===== src/rtl/fir_pkg.sv =====
// Shared constants and types for the FIR low-pass filter and its downstream stages.
package fir_pkg;

  localparam int unsigned FIR_DATA_W  = 12;
  localparam int unsigned FIR_TAPS    = 64;
  // Input register, product register, sum register.
  localparam int unsigned FIR_LATENCY = 3;

  typedef enum logic {
    WARM = 1'b0,
    RUN  = 1'b1
  } ctrl_state_e;

endpackage


===== src/rtl/sync_fifo_fwft.sv =====
// Small first-word-fall-through FIFO; the head is visible combinationally while non-empty.
// A push into a full FIFO is accepted only when a pop happens in the same cycle.
module sync_fifo_fwft #(
  parameter int unsigned DATA_W = 12,
  parameter int unsigned DEPTH  = 8
) (
  input  logic                       clk,
  input  logic                       rst,
  input  logic                       push_i,
  input  logic                       pop_i,
  input  logic [DATA_W-1:0]          data_i,
  output logic [DATA_W-1:0]          data_o,
  output logic                       full_o,
  output logic                       empty_o,
  output logic [$clog2(DEPTH):0]     fill_o
);

  localparam int unsigned PTR_W  = $clog2(DEPTH);
  localparam int unsigned FILL_W = PTR_W + 1;

  logic [DATA_W-1:0] mem [DEPTH];
  logic [PTR_W-1:0]  wrPtr_q, wrPtr_d;
  logic [PTR_W-1:0]  rdPtr_q, rdPtr_d;
  logic [FILL_W-1:0] fill_q, fill_d;
  logic              doPush;
  logic              doPop;

  assign full_o  = (fill_q == FILL_W'(DEPTH));
  assign empty_o = (fill_q == '0);
  assign fill_o  = fill_q;
  assign data_o  = empty_o ? '0 : mem[rdPtr_q];

  assign doPop  = pop_i && !empty_o;
  assign doPush = push_i && (!full_o || doPop);

  always_comb begin
    wrPtr_d = wrPtr_q;
    rdPtr_d = rdPtr_q;
    fill_d  = fill_q;
    if (doPush) wrPtr_d = wrPtr_q + 1'b1;
    if (doPop)  rdPtr_d = rdPtr_q + 1'b1;
    unique case ({doPush, doPop})
      2'b10:   fill_d = fill_q + 1'b1;
      2'b01:   fill_d = fill_q - 1'b1;
      default: fill_d = fill_q;
    endcase
  end

  always_ff @(posedge clk or negedge rst) begin
    if (!rst) begin
      wrPtr_q <= '0;
      rdPtr_q <= '0;
      fill_q  <= '0;
    end else begin
      wrPtr_q <= wrPtr_d;
      rdPtr_q <= rdPtr_d;
      fill_q  <= fill_d;
    end
  end

  // Storage needs no reset: fill gates what is visible at the head.
  always_ff @(posedge clk) begin
    if (doPush) mem[wrPtr_q] <= data_i;
  end

endmodule


===== src/rtl/fir_decim_fifo.sv =====
// Discards FIR pipeline-fill samples after reset, keeps one sample in every DECIM,
// and buffers kept samples in a FWFT FIFO with a sticky overflow flag.
module fir_decim_fifo
  import fir_pkg::*;
#(
  parameter int unsigned DATA_W = FIR_DATA_W,
  parameter int unsigned DECIM  = 4,
  parameter int unsigned DEPTH  = 8,
  parameter int unsigned WARMUP = FIR_TAPS + FIR_LATENCY
) (
  input  logic                       clk,
  input  logic                       rst,
  input  logic signed [DATA_W-1:0]   sample_in,
  input  logic                       clear_ovf,
  output logic signed [DATA_W-1:0]   out_data,
  output logic                       out_valid,
  input  logic                       out_ready,
  output logic                       overflow,
  output logic [$clog2(DEPTH):0]     fill
);

  localparam int unsigned WARM_W = $clog2(WARMUP + 1);
  localparam int unsigned PH_W   = (DECIM > 1) ? $clog2(DECIM) : 1;
  localparam logic [WARM_W-1:0] WARM_LAST = WARM_W'(WARMUP - 1);
  localparam logic [PH_W-1:0]   PH_LAST   = PH_W'(DECIM - 1);

  ctrl_state_e       state_q, state_d;
  logic [WARM_W-1:0] warmCnt_q, warmCnt_d;
  logic [PH_W-1:0]   phase_q, phase_d;
  logic              ovf_q, ovf_d;
  logic              push;
  logic              pop;
  logic              fifoFull;
  logic              fifoEmpty;
  logic [DATA_W-1:0] fifoData;

  // WARM counts off the pipeline-fill cycles; RUN requests a push on every phase-0 cycle.
  always_comb begin
    state_d   = state_q;
    warmCnt_d = warmCnt_q;
    phase_d   = phase_q;
    push      = 1'b0;
    unique case (state_q)
      WARM: begin
        warmCnt_d = warmCnt_q + 1'b1;
        if (warmCnt_q == WARM_LAST) begin
          state_d = RUN;
          phase_d = '0;
        end
      end
      RUN: begin
        push    = (phase_q == '0);
        phase_d = (phase_q == PH_LAST) ? '0 : phase_q + 1'b1;
      end
      default: state_d = WARM;
    endcase
  end

  // A drop outranks a same-cycle clear so that no lost sample goes unreported.
  always_comb begin
    ovf_d = ovf_q;
    if (push && fifoFull && !pop) ovf_d = 1'b1;
    else if (clear_ovf)           ovf_d = 1'b0;
  end

  always_ff @(posedge clk or negedge rst) begin
    if (!rst) begin
      state_q   <= WARM;
      warmCnt_q <= '0;
      phase_q   <= '0;
      ovf_q     <= 1'b0;
    end else begin
      state_q   <= state_d;
      warmCnt_q <= warmCnt_d;
      phase_q   <= phase_d;
      ovf_q     <= ovf_d;
    end
  end

  assign pop       = out_valid && out_ready;
  assign out_valid = !fifoEmpty;
  assign out_data  = fifoData;
  assign overflow  = ovf_q;

  sync_fifo_fwft #(
    .DATA_W(DATA_W),
    .DEPTH (DEPTH)
  ) u_fifo (
    .clk    (clk),
    .rst    (rst),
    .push_i (push),
    .pop_i  (pop),
    .data_i (sample_in),
    .data_o (fifoData),
    .full_o (fifoFull),
    .empty_o(fifoEmpty),
    .fill_o (fill)
  );

endmodule

===== config.mk =====
export PLATFORM = sky130hd
export DESIGN_NAME = fir_decim_fifo
export DESIGN_NICKNAME = d
export VERILOG_FILES = /design/src/rtl/fir_pkg.sv /design/src/rtl/sync_fifo_fwft.sv /design/src/rtl/fir_decim_fifo.sv
export SDC_FILE = /design/constraint.sdc
export NUM_CORES = 1
export LEC_CHECK = 0
export CORE_MARGIN = 2
export CORE_UTILIZATION = 40
export CTS_BUF_LIST = sky130_fd_sc_hd__clkbuf_2 sky130_fd_sc_hd__clkbuf_4 sky130_fd_sc_hd__clkbuf_8
export CTS_CLUSTER_SIZE = 40
export DETAILED_ROUTE_END_ITERATION = 12
export PLACE_DENSITY = 0.62
export SYNTH_ARGS = -nofsm -noshare
export SYNTH_HDL_FRONTEND = slang
export SYNTH_SLANG_ARGS = --single-unit
export TNS_END_PERCENT = 30

===== constraint.sdc =====
create_clock -name clk -period 3.4 [get_ports clk]
set_input_delay 0.51 -clock clk [delete_from_list [all_inputs] [get_ports clk]]
set_output_delay 0.51 -clock clk [all_outputs]
set_load 0.01 [all_outputs]

==> results summary, run 1 <==
The run finished, with violations left. The final reports fail on DRC. Measured along the y axis, the die boundary spans about 110 µm. The cts-stage hold buffer count is 0. OpenSTA, run right after detailed placement, puts the worst setup slack at around 700 ps. The required arrival time at the worst endpoint came out at roughly 2900 ps. The initial antenna violation count came out at 0. Counting flops with a built-in enable in the synthesized netlist gives 96.

At the pin with the least slew margin, the transition time is ~950 ps. Of the post-synthesis cell area, the dominant cell type holds 60.4%. Sorting the synthesized cells by area gives the leading types as sky130_fd_sc_hd__edfxtp_1 (60%), sky130_fd_sc_hd__mux4_2 (11%), sky130_fd_sc_hd__dfrtp_1 (11%). STA puts the critical path data arrival time at between 2000 and 2500 ps. Once the clock tree was built, the resizer swapped 0 gates to a different size. The placed instances occupy a cell area of approximately 0.0054 mm². The routability congestion estimate is ~0.74. The global-route wire length before repair came out at approximately 13000 µm.

After clock tree synthesis, the clock-pin slew on the worst setup and hold paths is 70 ps. From left edge to right edge, the die measures between 100 and 150 µm. The startpoint identified for the worst hold timing path is warmCnt_q[6]$_DFFE_PN0N_. In this run the power density over the cells is 743 mW/mm².

Of the total power, the share spent switching nets is about a quarter. The worst pin sits at a relative slew slack of between 30% and 40%. The via count of the first global-routing pass came out at approximately 2500. In this run the clock root is driven by a sky130_fd_sc_hd__clkbuf_8. The initial cell density of the core is about two fifths. Setup violations remaining at the end of the flow were counted as 0. The leakage power summed over all cells is 2.08 nW. The count of nets left with antenna violations once routing finished came out at 0. Setup repair after global routing left no endpoint under its margin.

The number of instances in the synthesized netlist came out at 257. The pin count of the biggest net entering global routing came out at 22. The highest achievable clock rate is approximately 0.33 GHz.

The share of cells above drive strength 1 is between 20% and 30%. The all-layer global routing usage came out at 14.4%. The max-slew violation count came to 0.

Of all flip-flops after synthesis, the portion carrying an async set or reset was 17.9%. The number of buffers created by CTS came out at 17. The buffers inserted during post-CTS setup optimization came out at 0.

The cell area after synthesis is around 0.0048 mm². The synthesis-stage register bit count is 117. The count of buffers from port buffering is 33.

The placed wire-length estimate is between 5000 and 6000 µm. The layout has 950 filler cells. Dividing the detail-routed via count by the number of cells gives slightly above 5. The count of antenna diodes in the layout came out at 0. The number of optimization iterations in the first detailed-route pass is 8. The worst setup path is launched from a flip-flop. The total of warnings raised by yosys is 0. The number of H-tree levels is 4. For this run, design rule violations remaining after detail routing come to 1. The number of nets in the layout came out at 339.

Max-cap violations in this run came to 0. Including well taps, the total number of placed cells is between 400 and 500. The layout overhead on the synthesized area is 21.8%.

Counting every net in the synthesized netlist gives 281. The I/O pin count came out at 34. The most critical setup path has its startpoint at u_fifo.rdPtr_q[1]$_DFFE_PN0P_. The core footprint is 0.0115 mm². The initial detailed-routing violation count is between 150 and 200. The floorplan has 39 rows. The clock latency reported for the late side of the worst-skew pair came out at ~400 ps.

The cell internal power dissipation came out at approximately 0.0032 W. Sequential cells were found to cover a little under three quarters of the synthesized design area. The startpoint identified for the worst register-to-register timing path is u_fifo.fill_o[1]$_DFFE_PN0P_.

The switching component of the power is approximately 0.0011 W. The worst setup margin is slightly above 400 ps. The most common cell in the synthesized netlist is sky130_fd_sc_hd__edfxtp_1.

The largest clock skew in the final design is between 10 and 15 ps. The finished cells cover slightly below 0.006 mm². The kind of end point of the critical path is a primary output.

In the synthesized netlist the dominant register cell turns out to be sky130_fd_sc_hd__edfxtp_1. The total overflow left after global routing is 0. After routing, the total negative slack on setup checks comes to 0 ps. The distinct cell type count after synthesis came out at 35. IR analysis of the VDD net gives a maximum drop of between 0.3 and 0.4 mV. The worst-path maximum fanout came out at 14. Of all cell types, the one taking the most synthesized area is sky130_fd_sc_hd__edfxtp_1. The setup path with the least slack is of type flip-flop to primary output. The clock network accounts for 32.1% of the total power. The final critical path time including I/O delays and setup came out at ~3000 ps.

Of the total power, registers draw about 40%. Sorting the synthesized cells by how often they occur yields sky130_fd_sc_hd__edfxtp_1 (96), sky130_fd_sc_hd__mux4_2 (24), sky130_fd_sc_hd__dfrtp_1 (21). The die outline area is about 0.013 mm². TritonCTS built the clock tree. The final hold violation count is 0. For this design, the sink count on the clock tree is roughly 120. The clock passes through at most 2 buffers. The combinational group share of total power is between 20% and 30%.

The count of placed standard cells in the final layout, fillers left out is 470. The total number of vias is between 2000 and 2500. The post-detailed-routing wire length came out at 8530 µm. The synthesized area divided by synthesized cell count is between 15 and 20 µm². The worst min-delay path class is flip-flop to flip-flop. The average wire per standard cell came out at roughly 18 µm. The final critical-path share of the clock period is roughly 90%.
## cell type report
| cell class | count | area (µm²) | area share, % |
|---|---|---|---|
| Tap cell | 143 | 179 | 3.08 |
| Clock inverter | 12 | 185 | 3.19 |
| Timing Repair Buffer | 49 | 463 | 7.97 |
| Clock buffer | 19 | 249 | 4.29 |
| Sequential cell | 117 | 3410 | 58.7 |
| Inverter | 8 | 30.0 | 0.517 |
| Multi-Input combinational cell | 122 | 1290 | 22.3 |
## power by group through the flow
stage	sequential, W	clock [W]	combinational, W
6_report	0.00172	0.00138	0.00121
5_1_grt	0.00173	0.00148	0.00132
4_1_cts	0.00173	0.00142	0.00124
3_5_place_dp	0.00176	0	0.00124
3_3_place_gp	0.00175	0	0.00123
2_1_floorplan	0.00170	0	0.000802
## cell families (layout without fill, tap and decap cells)
family                     after synthesis  count (layout)  synth area share [%]
muxes                                   41              41                  15.1
buffers and inverters                   18              88                  1.97
adders and majority gates                8               8                  2.10
DFF                                    117             117                  71.4
and+or+nand+nor                         53              53                  5.90
AOI/OAI and AO/OA                        5               5                 0.787
xor gates and xnor gates                15              15                  2.75
## worst paths after layout
kind / to / slack (ps) / cells past startpoint
worst max register to register: u_fifo.fill_o[2]$_DFFE_PN0P_ / 1020 / 9
worst min register to register: warmCnt_q[6]$_DFFE_PN0N_ / 470 / 1
worst max-delay path: out_data[10] / 410 / 5
max in group asynchronous: warmCnt_q[0]$_DFFE_PN0N_ / 2180 / 1
worst min-delay path: warmCnt_q[6]$_DFFE_PN0N_ / 470 / 1
min in group asynchronous: warmCnt_q[6]$_DFFE_PN0N_ / 630 / 1
## per-layer routing
layer  share of wire, %  track usage, %  vias to the layer above  routed length (µm)
li1                   -               -                     1112                   -
met5                  0               0                        -                   0
met1                 45            18.2                     1239                3800
met3                3.7            4.34                        4                 312
met2                 51            23.9                       42                4360
met4               0.66            4.88                        0                  56
## cells in the final DEF (no fill, tap or decap), types with 2 or more instances in the layout
cell type,synthesis,routed
sky130_fd_sc_hd__clkdlybuf4s50_1,0,33
sky130_fd_sc_hd__xor2_1,7,7
sky130_fd_sc_hd__nand2b_1,2,2
sky130_fd_sc_hd__dfrtp_1,21,21
sky130_fd_sc_hd__edfxtp_1,96,96
sky130_fd_sc_hd__inv_1,7,7
sky130_fd_sc_hd__nor2_1,17,17
sky130_fd_sc_hd__nand3b_1,2,2
sky130_fd_sc_hd__buf_4,0,15
sky130_fd_sc_hd__nand3_1,7,7
sky130_fd_sc_hd__mux2i_1,14,14
sky130_fd_sc_hd__clkbuf_8,0,17
sky130_fd_sc_hd__mux4_2,24,24
sky130_fd_sc_hd__bufinv_16,0,5
sky130_fd_sc_hd__nand2_1,9,9
sky130_fd_sc_hd__clkinv_1,0,4
sky130_fd_sc_hd__xnor2_1,8,8
sky130_fd_sc_hd__ha_1,8,8
sky130_fd_sc_hd__nor3_2,1,5
sky130_fd_sc_hd__nor4_1,3,2
sky130_fd_sc_hd__clkbuf_4,0,2
sky130_fd_sc_hd__clkinvlp_4,0,2
## through the flow
| step | hold WS (ps) | power, W | utilization (%) |
|---|---|---|---|
| 2_1_floorplan | 214 | 0.00250 | - |
| 3_3_place_gp | 463 | 0.00298 | 46.7 |
| 3_5_place_dp | 457 | 0.00299 | 46.7 |
| 4_1_cts | 471 | 0.00438 | 50.4 |
| 5_1_grt | 490 | 0.00453 | 50.4 |
| 6_report | 466 | 0.00432 | 50.4 |
## flip-flops by register name, summed over array words and instances (netlist names)
name,flops
u_fifo.fill_o,4
warmCnt_q,7
state_q,1
overflow,1
u_fifo.wrPtr_q,3
u_fifo.mem,96
u_fifo.rdPtr_q,3
phase_q,2
## critical path: stages, from the launching register on
cell,delay (ps)
sky130_fd_sc_hd__dfrtp_1,740
sky130_fd_sc_hd__buf_12,240
sky130_fd_sc_hd__mux4_2,310
sky130_fd_sc_hd__mux2i_1,230
sky130_fd_sc_hd__nor2_1,70
sky130_fd_sc_hd__clkdlybuf4s50_1,490
(Power assumes the default switching activity.)
==> inputs of run 2 (changes only) <==
Settings changed: DONT_BUFFER_PORTS set to 1, PLACE_DENSITY 0.62 to 0.58.
==> run 2 against run 1 <==
- the flow still finishes with violations (DRC)
- cell area decreased by 8.3%
- worst hold slack got worse by 270 ps
- cell count decreased by 7.7%
- via count decreased by 7.6%
- worst setup slack improved by 230 ps
- clock-buffer cell count increased by 4
- total power decreased by 16%
- clock power decreased by 27%
- critical path type unchanged
==> results summary, run 2 (same netlist as run 1, synthesis figures left out) <==
The maximum number of buffers from clock root to sink came to 2 (unchanged). The clock slew at the register clock pins of the worst setup and hold paths came out at 60 ps (about the same). The worst hold path terminates at u_fifo.mem[4][7]$_DFFE_PP_. The worst path buffer plus inverter count came out at 1 (-1).

The count of antenna diodes in the layout came out at 0 (unchanged). The initial cell density of the core is 41.4% (unchanged). The flip-flop count of the largest register, all copies and words added is 96 (unchanged).

The count of placed standard cells in the final layout, fillers left out is 434 (-7.7%). The total setup violations reported at the end of the flow came out at 0 (unchanged). The clock tree from TritonCTS is done. STA classifies the critical path endpoint as a primary output. The run finished, with violations left.

The total number of vias is 2216 (-7.6%). The worst min-delay path startpoint is sample_in[7]. The row count is 39 (unchanged). The via count of the first global-routing pass came out at 2309 (-9.0%). The final critical path time including I/O delays and setup came out at 2760 ps (-233 ps). The actual slew at the worst max-slew pin is 1090 ps (+138 ps). The endpoint arrival time on the critical path came out at 2250 ps (-230 ps). Broken down by cell family, the worst path's largest delay share belongs to flip-flops. The area of all placed cells without fillers came out at 0.00533 mm² (-8.3%).

The share of cells above drive strength 1 came to 26.8% (+2.0 points). The number of nets in the layout is 303 (-11%). The number of H-tree levels came out at 4 (unchanged).

Setup repair after global routing left no endpoint under its margin. The critical path goes through buf_4 -> mux4_2 -> mux2i_1 -> nor2_1. The final critical-path share of the clock period came out at 81.1% (-6.9 points).

The number of buffers created by CTS is 17 (unchanged). On the critical path, the stage with the largest delay is an instance of sky130_fd_sc_hd__dfrtp_1. The worst-path maximum fanout came out at 24 (+10). The final routed DRC violation total is 3 (+2).

The number of placed cells counting well taps is 402 (-8.4%). The pin count of the biggest net entering global routing came out at 27 (+23%). The number of max-capacitance violations reported came out at 0 (unchanged). The total of fill cells in the finished design was 996 (+4.8%). The maximum resistive drop on vdd is 0.324 mV (-13%). The initial detailed-routing violation count came to 188 (-2.1%). The final hold violation count was 0 (unchanged). The area growth from synthesis to layout is 11.7%. The most flop-heavy register is u_fifo.mem.

The leakage power summed over all cells is 1.89 nW (-9.1%). The number of optimization iterations in the first detailed-route pass came out at 8 (unchanged). The worst setup path is launched from a flip-flop. The relative slew slack was 27.2% (-9.0 points). The average wire per standard cell was 19.2 µm (+6.0%). The global-route wire length before repair came out at 13200 µm (-1.9%).

The tree is rooted in a sky130_fd_sc_hd__clkbuf_8. The worst setup slack for register-to-register paths came out at 900 ps (-120 ps). The routability congestion estimate is 0.687 (-6.9%). The post-detailed-routing wire length is 8350 µm (-2.1%).

The remaining antenna violation count after routing is 0 (unchanged). The total overflow reported by the global router is 0 (unchanged). The total power after layout came out at 0.00362 W (-16%). The largest clock skew in the final design is 10.1 ps (-0.00400 ps).

The worst hold path stage count came out at 0 (-1). The buffers inserted during post-CTS setup optimization is 0 (unchanged). The number of cells on the worst reg-to-reg path came to 10 (+1).

The ratio of routed vias to standard cells is 5.11 (+0.12%). In the layout the commonest cells are sky130_fd_sc_hd__edfxtp_1 (96), sky130_fd_sc_hd__mux4_2 (24), sky130_fd_sc_hd__dfrtp_1 (21). The count of buffers from port buffering came out at 0 (-100%). The worst stage delay on the critical path was 1060 ps (+320 ps). The all-layer global routing usage was 14.5% (+0.055 points).

The die span in y is 113 µm (unchanged). The max-slew violation count was 0 (unchanged). The highest achievable clock rate is 0.363 GHz (+8.5%). The number of clock sinks came out at 117 (unchanged).

The placed cell area came out at 0.00500 mm² (-6.9%). The die span in x came out at 113 µm (unchanged). The required arrival time at the worst endpoint came out at 2890 ps (about the same).

The placed wire-length estimate came to 5150 µm (-6.0%). The clock latency reported for the late side of the worst-skew pair came out at 410 ps (about the same). The path class of the tightest hold or removal check is input port to flip-flop.

The die outline area came out at 0.0128 mm² (unchanged). The core footprint was 0.0115 mm² (unchanged). The library cell used most frequently in the layout, excluding fill and tap cells, is sky130_fd_sc_hd__edfxtp_1. The setup path with the least slack is of type flip-flop to primary output.

The aggregate negative setup slack came to 0 ps (unchanged). The reg-to-reg critical path startpoint is u_fifo.fill_o[1]$_DFFE_PN0P_. The utilization after layout came to 46.3% (-4.2 points). The power per cell area came out at 679 mW/mm² (-8.7%). The I/O pin count came out at 34 (unchanged). The initial antenna violation count is 0 (unchanged). The destination of the worst register-to-register timing path is u_fifo.fill_o[2]$_DFFE_PN0P_.

The final reports fail on DRC.
## run 2: cell types whose count changed in the layout (fill, tap and decap cells not counted), sizes merged, moves of 2 or more
cell / previous run / this run
bufinv: 5 / 0
buf: 16 / 12
clkinvlp: 2 / 0
clkdlybuf4s50: 33 / 0
clkbuf: 19 / 23
clkinv: 5 / 8
## run 2: how the worst max path moves through the flow
| stage | startpoint | to | depth (start not counted) |
|---|---|---|---|
| finish | u_fifo.rdPtr_q[1]$_DFFE_PN0P_ | out_data[6] | 4 |
| floorplan | u_fifo.fill_o[0]$_DFFE_PN0P_ | u_fifo.mem[1][0]$_DFFE_PP_ | 4 |
| global placement | u_fifo.fill_o[1]$_DFFE_PN0P_ | u_fifo.fill_o[2]$_DFFE_PN0P_ | 10 |
| global route | u_fifo.rdPtr_q[1]$_DFFE_PN0P_ | out_data[0] | 3 |
| detailed placement | u_fifo.fill_o[1]$_DFFE_PN0P_ | u_fifo.fill_o[2]$_DFFE_PN0P_ | 10 |
| CTS | u_fifo.rdPtr_q[1]$_DFFE_PN0P_ | out_data[6] | 4 |
## run 2: repair_timing
action,CTS,global route
hold buffers,1,0
hold endpoints to repair,21,0
gates resized for setup,0,0
## run 2: area by class of cell
type | instances | area, µm² | share of cell area [%]
sequential | 117 | 3410 | 64.0
timing repair buffer | 13 | 100 | 1.88
inverter | 8 | 30.0 | 0.564
tap | 143 | 179 | 3.36
clock inverter | 8 | 36.3 | 0.681
clock buffer | 23 | 279 | 5.24
multi-input combinational | 122 | 1290 | 24.3
## run 2: worst reg2reg max path, cell delays in order (launching register included)
cell and delay, ps:
sky130_fd_sc_hd__dfrtp_1 520, sky130_fd_sc_hd__nor4_4 310, sky130_fd_sc_hd__buf_4 280, sky130_fd_sc_hd__nor2_2 110
sky130_fd_sc_hd__ha_1 280, sky130_fd_sc_hd__xor2_1 170, sky130_fd_sc_hd__ha_1 190, sky130_fd_sc_hd__a21oi_1 140
sky130_fd_sc_hd__xor2_1 170, sky130_fd_sc_hd__nor2_1 60, sky130_fd_sc_hd__xor2_1 140
## run 2: metal layers
metal  GRT usage, %  part of all wire, %  wire, µm
met5              0                    0         0
met4           5.12                 0.90        75
met2           23.4                   52      4340
met1           17.7                   44      3630
met3           5.73                  3.6       303
## run 2: report_power, final
part	internal, W	switching, W	total (W)	leakage [nW]
sequential	0.00159	0.000192	0.00179	1.13
clock	0.000532	0.000479	0.00101	0.174
combinational	0.000441	0.000378	0.000818	0.588
total	0.00257	0.00105	0.00362	1.89
## run 2: through the flow
| step | setup slack, ps | hold WS [ps] |
|---|---|---|
| 3_3_place_gp | 934 | 215 |
| 5_1_grt | 470 | 146 |
| 6_report | 644 | 193 |
| 3_5_place_dp | 896 | 215 |
| 2_1_floorplan | 907 | 214 |
| 4_1_cts | 548 | 160 |
==> inputs of run 3 (changes only) <==
Settings changed: PLACE_DENSITY 0.58 to 0.6.
Clock period 3.4 ns to 2.5 ns, I/O delays scaled along.
==> run 3 against run 2 <==
- global-route usage grew 0.32 points
- total power rose by 45%
- clock skew rose by 5.0 ps
- worst hold slack got worse by 160 ps
- sequential share of layout area is 1.9 points lower
- critical path type is now flip-flop to flip-flop
- die area unchanged
- largest cell class unchanged
- cell count rose by 2.8%
- the run still ends with DRC left
- cell area increased by 3.0%
==> results summary, run 3 (same netlist as run 1, synthesis figures left out) <==
The layout overhead on the synthesized area is 15.0%. The family of cells with the greatest summed delay on the critical path is compound AO/OA/AOI/OAI gates. The clock tree from TritonCTS is done. The final routed DRC violation total is 3 (unchanged).

The worst-path maximum fanout is 5 (-79%). The number of optimization iterations in the first detailed-route pass came out at 8 (unchanged). The worst setup path is captured at a flip-flop. The worst stage delay on the critical path came to 410 ps (-650 ps). The aggregate negative setup slack is 0 ps (unchanged). The actual slew at the worst max-slew pin is 959 ps (-133 ps). The worst path buffer plus inverter count is 2 (+1). The pin count of the biggest net entering global routing is 22 (-19%). The critical setup path kind is flip-flop to flip-flop. The die span in x is 113 µm (unchanged). The global-route track usage on met2 was 24.5% (+1.1 points). The number of max-capacitance violations reported is 0 (unchanged). The count of buffers from port buffering came to 0 (unchanged). The met1 global-route usage is 17.4% (-0.30 points). The number of cells on the worst reg-to-reg path came out at 10 (unchanged). The switching part of the total came out at 30.6% (+1.6 points). The multi-input gate area in the final layout is 0.00130 mm² (+0.19%). The worst min-delay path class is input port to flip-flop.

The run finished, with violations left. The total power after layout is 0.00526 W (+45%). The number of buffers created by CTS came out at 17 (unchanged). The part of the power in registers is 43.1% (-6.3 points). The startpoint of the most critical setup path is phase_q[0]$_DFFE_PN0P_. The die outline area was 0.0128 mm² (unchanged). The total number of vias came out at 2290 (+3.3%). The ratio of routed vias to standard cells is 5.13 (+0.56%). The row count was 39 (unchanged).

The required arrival time at the worst endpoint came out at 2810 ps (-80 ps). Setup repair after global routing left no endpoint under its margin. The leading cell type in the layout, fill and taps excluded is sky130_fd_sc_hd__edfxtp_1. The number of H-tree levels is 4 (unchanged). The checks that failed: DRC. The met3 demand-to-capacity share in global routing is 5.25% (-0.48 points). The initial cell density of the core was 41.4% (unchanged).

The cell depth of the worst setup path came out at 10 (+6). The routability congestion estimate is 0.672 (-2.2%). The worst setup slack for register-to-register paths is 220 ps (-680 ps). The total setup violations reported at the end of the flow came to 0 (unchanged). The number of clock sinks came out at 117 (unchanged).

The most flop-heavy register is u_fifo.mem. The post-detailed-routing wire length is 8720 µm (+4.4%). For this run, the top clock speed supported by timing is 0.439 GHz. The endpoint arrival time on the critical path came to 2590 ps (+340 ps). The global routing stage identified its most utilized layer as met2. The combinational group share of total power was 26.2% (+3.6 points). The core footprint came out at 0.0115 mm² (unchanged). The final hold violation count is 0 (unchanged). The destination of the worst register-to-register timing path is u_fifo.fill_o[3]$_DFFE_PN0P_. The number of nets in the layout came out at 314 (+3.6%). The worst setup path is launched from a flip-flop. The worst-case hold slack is 28.9 ps (-164 ps). The total overflow reported by the global router came out at 0 (unchanged).

The largest clock skew in the final design was 15.0 ps (+4.98 ps). The global-route wire length before repair came out at 13600 µm (+2.7%). The flip-flop count of the largest register, all copies and words added came out at 96 (unchanged). The leakage power summed over all cells came to 1.96 nW (+3.8%). The library cells used most frequently in the layout, excluding fill and tap cells, are sky130_fd_sc_hd__edfxtp_1 (96), sky130_fd_sc_hd__mux4_2 (24), sky130_fd_sc_hd__buf_4 (22). The maximum resistive drop on vdd came to 0.423 mV (+31%). The critical path endpoint is u_fifo.fill_o[3]$_DFFE_PN0P_.

The remaining antenna violation count after routing is 0 (unchanged). The via count of the first global-routing pass came out at 2477 (+7.3%). The utilization after layout was 47.6% (+1.4 points). The maximum number of buffers from clock root to sink came out at 2 (unchanged). The slowest cell on the critical path is sky130_fd_sc_hd__a2111oi_0. The placed wire-length estimate is 5560 µm (+8.0%). The final critical-path share of the clock period came out at about nine tenths. The switching component of the power came out at 0.00161 W (+53%). The cell at the root of the clock tree is sky130_fd_sc_hd__clkbuf_8. The initial detailed-routing violation count came to 176 (-6.4%).

The total of fill cells in the finished design is 970 (-2.6%). The count of antenna diodes in the layout is 0 (unchanged). The max-slew violation count came out at 0 (unchanged). The flip-flop and latch area is 0.00341 mm² (unchanged). The clock latency reported for the late side of the worst-skew pair is 440 ps (+30 ps).

The clock share of power is 30.6% (+2.6 points). The critical path goes through inv_1 -> ha_1 -> inv_1 -> a31oi_2 -> nand2_2 -> ha_1 -> nand3b_1 -> a2111oi_0 -> nor3_1 -> xnor2_1. The power per cell area is 959 mW/mm² (+41%). The clock slew at the register clock pins of the worst setup and hold paths came out at 80 ps (+20 ps).

The cell internal power dissipation is 0.00365 W (+42%). The buffers inserted during post-CTS setup optimization is 0 (unchanged). The final critical path time including I/O delays and setup came out at between 2000 and 2500 ps. The I/O pin count came out at 34 (unchanged). The die span in y came out at 113 µm (unchanged).

The average wire per standard cell came out at 19.5 µm (+1.6%). The initial antenna violation count came out at 0 (unchanged). The all-layer global routing usage is 14.8% (+0.32 points).

The relative slew slack is 35.9% (+8.7 points). The share of cells above drive strength 1 came out at 31.0% (+4.2 points). The startpoint identified for the worst register-to-register timing path is phase_q[0]$_DFFE_PN0P_.
## run 3: changes by cell type in the layout (fill, tap and decap cells not counted), moves of 2 or more
cell / previous run / this run
sky130_fd_sc_hd__clkinv_1: 3 / 0
sky130_fd_sc_hd__clkinv_4: 0 / 4
sky130_fd_sc_hd__clkinv_2: 5 / 3
sky130_fd_sc_hd__inv_6: 0 / 3
sky130_fd_sc_hd__clkinvlp_4: 0 / 3
sky130_fd_sc_hd__buf_4: 12 / 22
sky130_fd_sc_hd__clkbuf_4: 6 / 0
## run 3: what timing repair did
item	CTS	global route
hold buffers	1	0
hold endpoints to repair	21	0
resized for setup	0	1
endpoints found under the setup margin	0	1
## run 3: metal layers
metal / share of wire (%) / vias up
li1: - / 1068
met1: 42 / 1163
met2: 52 / 52
met3: 5.7 / 7
met4: 1.1 / 0
met5: 0 / -
## run 3: final cells by class
type	instances	share of cell area, %
clock buffers	18	4.52
clock inverters	14	2.35
inverters	8	0.547
multi-input cells	122	23.6
flip-flops and latches	117	62.1
well taps	143	3.26
repair buffers	24	3.56
## run 3: per-stage QoR
step / area, µm² / cells / worst slack, ps
after global placement: 5100 / 413 / 307
after detailed placement: 5100 / 413 / 197
after global routing: 5490 / 446 / 81.5
after floorplan: 4770 / 257 / 7.05
final: 5490 / 446 / 222
after CTS: 5480 / 446 / 174
## run 3: how the worst min path moves through the flow
stage | slack [ps] | start | to | depth (start not counted)
finish | 30 | sample_in[10] | u_fifo.mem[5][10]$_DFFE_PP_ | 0
detailed placement | 80 | rst | overflow$_DFFE_PN0P_ | 0
CTS | 2 | sample_in[1] | u_fifo.mem[4][1]$_DFFE_PP_ | 0
global route | 3 | sample_in[10] | u_fifo.mem[5][10]$_DFFE_PP_ | 0
floorplan | 80 | rst | overflow$_DFFE_PN0P_ | 0
global placement | 80 | rst | overflow$_DFFE_PN0P_ | 0
## run 3: power by group through the flow
stage	clock network, W	registers (W)	logic (W)
2_1_floorplan	0	0.00231	0.00109
3_3_place_gp	0	0.00231	0.00139
3_5_place_dp	0	0.00232	0.00140
4_1_cts	0.00165	0.00227	0.00141
5_1_grt	0.00174	0.00228	0.00150
6_report	0.00161	0.00227	0.00138
